File: src/rtl/mips_pkg.sv
// rtl/mips_pkg.sv - shared widths and fetch state encoding for the MIPS core
package mips_pkg;

    localparam int ADDR_W  = 32;
    localparam int INSTR_W = 32;
    localparam logic [ADDR_W-1:0] PC_INCR = 32'd4;

    typedef enum logic [1:0] {
        S_REQ  = 2'd0,
        S_WAIT = 2'd1,
        S_HOLD = 2'd2
    } fetch_state_t;

endpackage

File: src/rtl/pc_reg.sv
// rtl/pc_reg.sv - program counter register with synchronous reset and load enable
module pc_reg
    import mips_pkg::*;
#(
    parameter logic [ADDR_W-1:0] RESET_PC = 32'h00000000
) (
    input  logic              clk,
    input  logic              reset,
    input  logic              load,
    input  logic [ADDR_W-1:0] load_value,
    output logic [ADDR_W-1:0] pc
);

    always_ff @(posedge clk) begin
        if (reset) begin
            pc <= RESET_PC;
        end else if (load) begin
            pc <= load_value;
        end
    end

endmodule

File: src/rtl/fetch_stage.sv
// rtl/fetch_stage.sv - instruction fetch: one outstanding imem request, skid buffer, redirect flush
module fetch_stage
    import mips_pkg::*;
#(
    parameter logic [ADDR_W-1:0] RESET_PC = 32'h00000000
) (
    input  logic               clk,
    input  logic               reset,
    output logic               imem_req_valid,
    input  logic               imem_req_ready,
    output logic [ADDR_W-1:0]  imem_req_addr,
    input  logic               imem_resp_valid,
    input  logic [INSTR_W-1:0] imem_resp_data,
    input  logic               redirect_valid,
    input  logic [ADDR_W-1:0]  redirect_target,
    output logic               if_valid,
    input  logic               if_ready,
    output logic [INSTR_W-1:0] if_instr,
    output logic [ADDR_W-1:0]  if_pc,
    output logic [ADDR_W-1:0]  if_pc_plus4
);

    fetch_state_t       state;
    logic               drop;
    logic               buf_valid;
    logic [INSTR_W-1:0] buf_instr;
    logic [ADDR_W-1:0]  buf_pc;
    logic [ADDR_W-1:0]  pc;
    logic [ADDR_W-1:0]  pc_plus4;
    logic [ADDR_W-1:0]  pc_next;
    logic               pc_load;
    logic               resp_take;
    logic               slot_free;

    assign pc_plus4  = pc + PC_INCR;
    assign resp_take = (state == S_WAIT) && imem_resp_valid && !drop;
    assign slot_free = !if_valid || if_ready;
    // pc advances only once the word for it is actually in hand
    assign pc_load   = redirect_valid || resp_take;
    assign pc_next   = redirect_valid ? {redirect_target[ADDR_W-1:2], 2'b00} : pc_plus4;

    assign imem_req_addr  = pc;
    assign imem_req_valid = (state == S_REQ) && !redirect_valid && !reset;

    pc_reg #(
        .RESET_PC(RESET_PC)
    ) u_pc_reg (
        .clk       (clk),
        .reset     (reset),
        .load      (pc_load),
        .load_value(pc_next),
        .pc        (pc)
    );

    always_ff @(posedge clk) begin
        if (reset) begin
            state       <= S_REQ;
            drop        <= 1'b0;
            buf_valid   <= 1'b0;
            if_valid    <= 1'b0;
            if_instr    <= '0;
            if_pc       <= '0;
            if_pc_plus4 <= PC_INCR;
        end else if (redirect_valid) begin
            if_valid  <= 1'b0;
            buf_valid <= 1'b0;
            case (state)
                S_WAIT: begin
                    // a response still in flight belongs to the old path
                    if (imem_resp_valid) begin
                        drop  <= 1'b0;
                        state <= S_REQ;
                    end else begin
                        drop <= 1'b1;
                    end
                end
                default: state <= S_REQ;
            endcase
        end else begin
            if (if_valid && if_ready) begin
                if_valid <= 1'b0;
            end
            case (state)
                S_REQ: begin
                    if (imem_req_valid && imem_req_ready) begin
                        state <= S_WAIT;
                    end
                end
                S_WAIT: begin
                    if (imem_resp_valid) begin
                        if (drop) begin
                            drop  <= 1'b0;
                            state <= S_REQ;
                        end else if (slot_free) begin
                            if_instr    <= imem_resp_data;
                            if_pc       <= pc;
                            if_pc_plus4 <= pc_plus4;
                            if_valid    <= 1'b1;
                            state       <= S_REQ;
                        end else begin
                            buf_instr <= imem_resp_data;
                            buf_pc    <= pc;
                            buf_valid <= 1'b1;
                            state     <= S_HOLD;
                        end
                    end
                end
                S_HOLD: begin
                    if (if_ready && buf_valid) begin
                        if_instr    <= buf_instr;
                        if_pc       <= buf_pc;
                        if_pc_plus4 <= buf_pc + PC_INCR;
                        if_valid    <= 1'b1;
                        buf_valid   <= 1'b0;
                        state       <= S_REQ;
                    end
                end
                default: state <= S_REQ;
            endcase
        end
    end

endmodule
File: config.mk
export PLATFORM = sky130hd
export DESIGN_NAME = fetch_stage
export DESIGN_NICKNAME = d
export VERILOG_FILES = /design/src/rtl/mips_pkg.sv /design/src/rtl/pc_reg.sv /design/src/rtl/fetch_stage.sv
export SDC_FILE = /design/constraint.sdc
export NUM_CORES = 1
export LEC_CHECK = 0
export CAP_MARGIN = 25
export CORE_ASPECT_RATIO = 0.9
export CORE_MARGIN = 5
export CORE_UTILIZATION = 30
export CTS_CLUSTER_DIAMETER = 200
export DETAILED_ROUTE_END_ITERATION = 10
export PLACE_DENSITY_LB_ADDON = 0.1
export SETUP_SLACK_MARGIN = 0.15
export SLEW_MARGIN = 20
export SYNTH_ARGS = -nofsm -noshare
export SYNTH_HDL_FRONTEND = slang
export SYNTH_SLANG_ARGS = --single-unit
File: constraint.sdc
create_clock -name clk -period 10.17 [get_ports clk]
set_input_delay 2.034 -clock clk [delete_from_list [all_inputs] [get_ports clk]]
set_output_delay 2.034 -clock clk [all_outputs]
set_load 0.01 [all_outputs]
### After elaboration in Yosys (flattened, before gate mapping)

Index checks and enable logic that the tools add are counted.

| storage, ports and cells | value |
|---|---|
| latch bits | 0 |
| output and inout bits | 130 |
| input port bits | 70 |
| register bits | 197 |
| memories kept | 0 |
| memory bits (writable) | 0 |
| ROM bits | 0 |

| cells by class | value |
|---|---|
| shifts and indexed selects | 0 |
| mux-type cells | 41 |
| bitwise logic cells | 4 |
| div/mod/pow operators | 0 |
| $lt $le $gt $ge | 0 |
| equal/unequal tests | 9 |
| reductions and logical operators | 22 |
| $add $sub $neg | 2 |
| $mul | 0 |

Operators by type and width:

| cell | number |
|---|---|
| $mux W32 | 13 |
| $pmux W32 S2 | 3 |
| $add A32 B3 Y32 const B | 2 |
| $mux W2 | 8 |
| $mux W1 | 14 |
| $reduce_and A6 Y1 | 2 |
| $ne A2 B2 Y1 const B | 5 |
| $logic_and A1 B1 Y1 | 7 |
| $pmux W2 S3 | 1 |
| $reduce_and A5 Y1 | 1 |
| $logic_not A1 Y1 | 4 |
| $not A1 Y1 | 4 |
| $pmux W1 S2 | 2 |
| $reduce_bool A2 Y1 | 2 |
| $ne A3 B2 Y1 const B | 1 |
| $ne A3 B3 Y1 const B | 1 |
| $reduce_and A3 Y1 | 1 |
| $eq A2 B1 Y1 const B | 1 |
| $eq A2 B2 Y1 const B | 1 |
| $logic_not A2 Y1 | 1 |
| $logic_or A1 B1 Y1 | 2 |
| $reduce_and A2 Y1 | 1 |
| $reduce_or A2 Y1 | 1 |

### Logic depth before layout (Yosys ltp)

| logic depth | value |
|---|---|
| depth after elaboration | 7 |
| depth in mapped cells | 9 |

### Cells and area by module

A second synthesis with hierarchy kept.

| second synthesis, totals | value |
|---|---|
| cells, all modules | 924 |
| area, all modules | 9,477.8 um^2 |

Modules (own cells, without submodules):

| module | cells each | instances | area an instance (um^2) | sequential area each (um^2) |
|---|---|---|---|---|
| fetch_stage | 821 | 1 | 8,314.2 | 3,903.7 |
| pc_reg | 103 | 1 | 1,163.6 | 640.6 |

### Worst setup path before layout

Ideal clock, no wire load.

| path | value |
|---|---|
| path kind | input to register |
| from | input reset |
| to | register buf_instr[0] (enable) |
| stages on the path | 3 |
| buffers on the path | 2 |
| data required time | 9,535 ps |
| arrival time | 8,381 ps |
| slack | 1,153 ps |
| cells stage by stage | clkbuf_1 -> clkbuf_1 -> nor4_1 |

| between the ends | value |
|---|---|
| cells in the longest elaborated chain, start to end | 2 |

RTL lines:

| what | line | text |
|---|---|---|
| start: declaration | fetch_stage.sv:8 | `input logic reset,` |
| $not A1 Y1 (no line) | -- |  |
| $reduce_and A6 Y1 (no line) | -- |  |
| end signal: assignment | fetch_stage.sv:101 | `buf_instr <= imem_resp_data;` |
| end: declaration | fetch_stage.sv:26 | `logic [INSTR_W-1:0] buf_instr;` |

Every way passes these cells.
A chain may end at the register's enable or synchronous reset.

### Worst setup path in the final report

| path | value |
|---|---|
| from | input redirect_valid |
| to | output imem_req_valid |

| between the ends | value |
|---|---|
| cells in the longest elaborated chain, start to end | 3 |

RTL lines:

| what | line | text |
|---|---|---|
| start: declaration | fetch_stage.sv:14 | `input logic redirect_valid,` |
| $logic_not A1 Y1 | fetch_stage.sv:43 | `assign imem_req_valid = (state == S_REQ) && !redirect_valid && !reset;` |
| $logic_and A1 B1 Y1 (2 in series) | fetch_stage.sv:43 |  |
| end: declaration | fetch_stage.sv:9 | `output logic imem_req_valid,` |

Every way passes these cells.

==> flow_metrics.tcl <==
set metrics [dict create \
    critPathLaunchType "input port" \
    synthAdderAreaFrac_pct 0.693 \
    postCtsHoldBufs 0 \
    p_leak_nw 3.56 \
    wl_per_cell_um 19.3 \
    critical-path-max-stage-delay_ps 1040 \
    ios 200 \
    finalCritPeriodShare_pct 58.1 \
    port_buffers 191 \
    die_y_um 175 \
    seqCellArea_um2 4400 \
    p_per_area_nw_per_um2 141 \
    area_growth_pct 29.9 \
    top_regs "buf_instr: 32 flops, if_instr: 32 flops" \
    ys_ff_latch 189 \
    cpMaxStageDelayCell "clkdlybuf4s50_1" \
    clock_latency_ps 450 \
    final_nets 1149 \
    yosysWarningCount 0 \
    num_antenna_cells 0 \
    first_pass_iters 4 \
    worstSetupPathType "input port to output port" \
    floorplan.die_area_um2 33700 \
    final_common_cell "clkdlybuf4s50_1" \
    antenna_found_initial 0 \
    cts_tree "done" \
    core_area_um2 29800 \
    fin_cells 1490 \
    cts_max_level 4 \
    arrival_ps 3870 \
    drv_slew 0 \
    fin_crit_ps 5910 \
    met1_usage_pct 25.2 \
    drv_cap 0 \
    post_drt_via_cell_ratio 5.10 \
    synth_top_family_by_area "simple AND/OR/NAND/NOR gates" \
    synthSimpleGateAreaFrac_pct 18.4 \
    crit_fanout 19 \
    crit_chain "clkdlybuf4s50_1, inv_1, and3_1, clkdlybuf4s50_1" \
    grt_pass1_vias 7304 \
    syn_area_um2 9020 \
    outcome "finished clean" \
    setup_violations 0 \
    clock_skew_ps 23.6 \
    first_iter_violations 356 \
    met3_usage_pct 3.76 \
    ir_drop_uv 117 \
    async_flop_share_pct 0 \
    post-cts-setup-buffer-count 0 \
    start_util_pct 30.3 \
    grt_first_pass_wirelength_um 44600 \
    multi_input_area_um2 4230 \
    cts.clk_slew.worst_paths_ps 70 \
    busiest_layer "met2" \
    clock_path_buffers 2 \
    hold_path_class "flop to flop" \
    clock-root-buffer "clkbuf_16" \
    nFillCells 3050 \
    post_cts_resized 0 \
    numCtsBuffers 17 \
    overflow 0 \
    drive_gt1_share_pct 4.32 \
    synth_cell_types 53 \
    dp.cells 1458 \
    drc_errors 0 \
    final_cell_mix "clkdlybuf4s50_1, dfxtp_1, nor2_1" \
    synth_flop_cell "dfxtp_1" \
    cts.sinks 189 \
    synthMuxAreaShare_pct 7.76 \
    synth_enable_flop_cells 62 \
    synth-seq-area-share_pct 48.8 \
    vias 7597 \
    post-route-util_pct 39.3 \
    fin_hold_ws_ps 449 \
    hold_viol 0 \
    crit_top_cell "clkdlybuf4s50_1" \
    tightest_slew_ps 1040 \
    syn_area_per_cell_um2 9.58 \
    synth_xor_area_share_pct 4.46 \
    required_ps 8140 \
    fin_setup_tns_ps 0 \
    slew_headroom_pct 29.8 \
    power.total_mw 1.66 \
    fmax_mhz 169 \
    hpwlAfterDp_um 19100 \
    grt_max_degree 89 \
    rsz0062_at_grt "false" \
    ant_nets 0 \
    dieWidth_um 193 \
    grt_use_total_pct 17.1 \
    cp-end-kind "output port" \
    wirelength_um 28800 \
    rows 60 \
    synth_compound_area_share_pct 15.0 \
    global_route.usage.met2_pct 25.5 \
    synthCells 942 \
    finalWeightedCongestion 0.750 \
]
cell usage after synthesis (all sizes together) (8+ instances only):
master / count / area share (%)
a311oi: 8 / 0.78
dfxtp: 127 / 28
o21ai: 14 / 0.78
or3: 12 / 0.83
o21a: 10 / 0.83
nand3: 29 / 1.6
inv: 13 / 0.54
nor2: 95 / 4.0
mux2i: 70 / 7.8
o32ai: 12 / 1.2
clkbuf: 64 / 2.7
nand2: 74 / 3.1
o31a: 9 / 0.87
nor4: 31 / 2.2
a21oi: 24 / 1.3
buf: 27 / 1.6
nand4: 22 / 1.5
xor2: 20 / 1.9
nor3: 42 / 2.3
a211oi: 77 / 6.4
edfxtp: 62 / 21
xnor2: 26 / 2.5
area by class of cell:
cell class                 count  share of cell area (%)
clock buffer                  19                    3.69
clock inverter                13                    1.10
inverter                      13                   0.416
multi-input combinational    654                    36.1
sequential                   189                    37.6
tap                          403                    4.30
timing repair buffer         199                    16.8
power by group:
part           internal, mW  switching, mW
clock                 0.345          0.321
combinational        0.0861         0.0765
sequential            0.799         0.0289
total                  1.23          0.426
cells by family after synthesis:
family / after synthesis
compound gates: 187
xor+xnor: 46
fa+ha+maj: 5
buf+inv: 104
flops: 189
mux: 70
other cells: 1
simple gates: 340
routing by layer:
metal  vias to the layer above  part of all wire [%]
met5                         -                     0
met4                         0                  0.87
met3                        15                   5.4
met2                       181                    45
met1                      3638                    49
li1                       3763                     -
metrics by stage:
| step | setup WS, ps | cell area [um^2] |
|---|---|---|
| after floorplan | 1150 | 9040 |
| after global placement | 4270 | 11200 |
| after detailed placement | 4270 | 11200 |
| after CTS | 4260 | 11700 |
| after global routing | 4130 | 11700 |
| final | 4260 | 11700 |
worst max-delay path: cells and delay by family:
family / cells / cell delay (ps)
simple gates: 1 / 190
buf+inv: 3 / 1640
path summary, 6_finish.rpt:
| path | startpoint | to | slack [ps] | cells after the start |
|---|---|---|---|---|
| worst max-delay path | redirect_valid | imem_req_valid | 4260 | 4 |
| worst min-delay path | if_pc_plus4[2] | if_pc_plus4[2] | 450 | 2 |
| worst max register to register | state[0] | if_pc_plus4[30] | 6410 | 9 |
| worst min register to register | if_pc_plus4[2] | if_pc_plus4[2] | 450 | 2 |
Power figures use the tool's default switching activity.
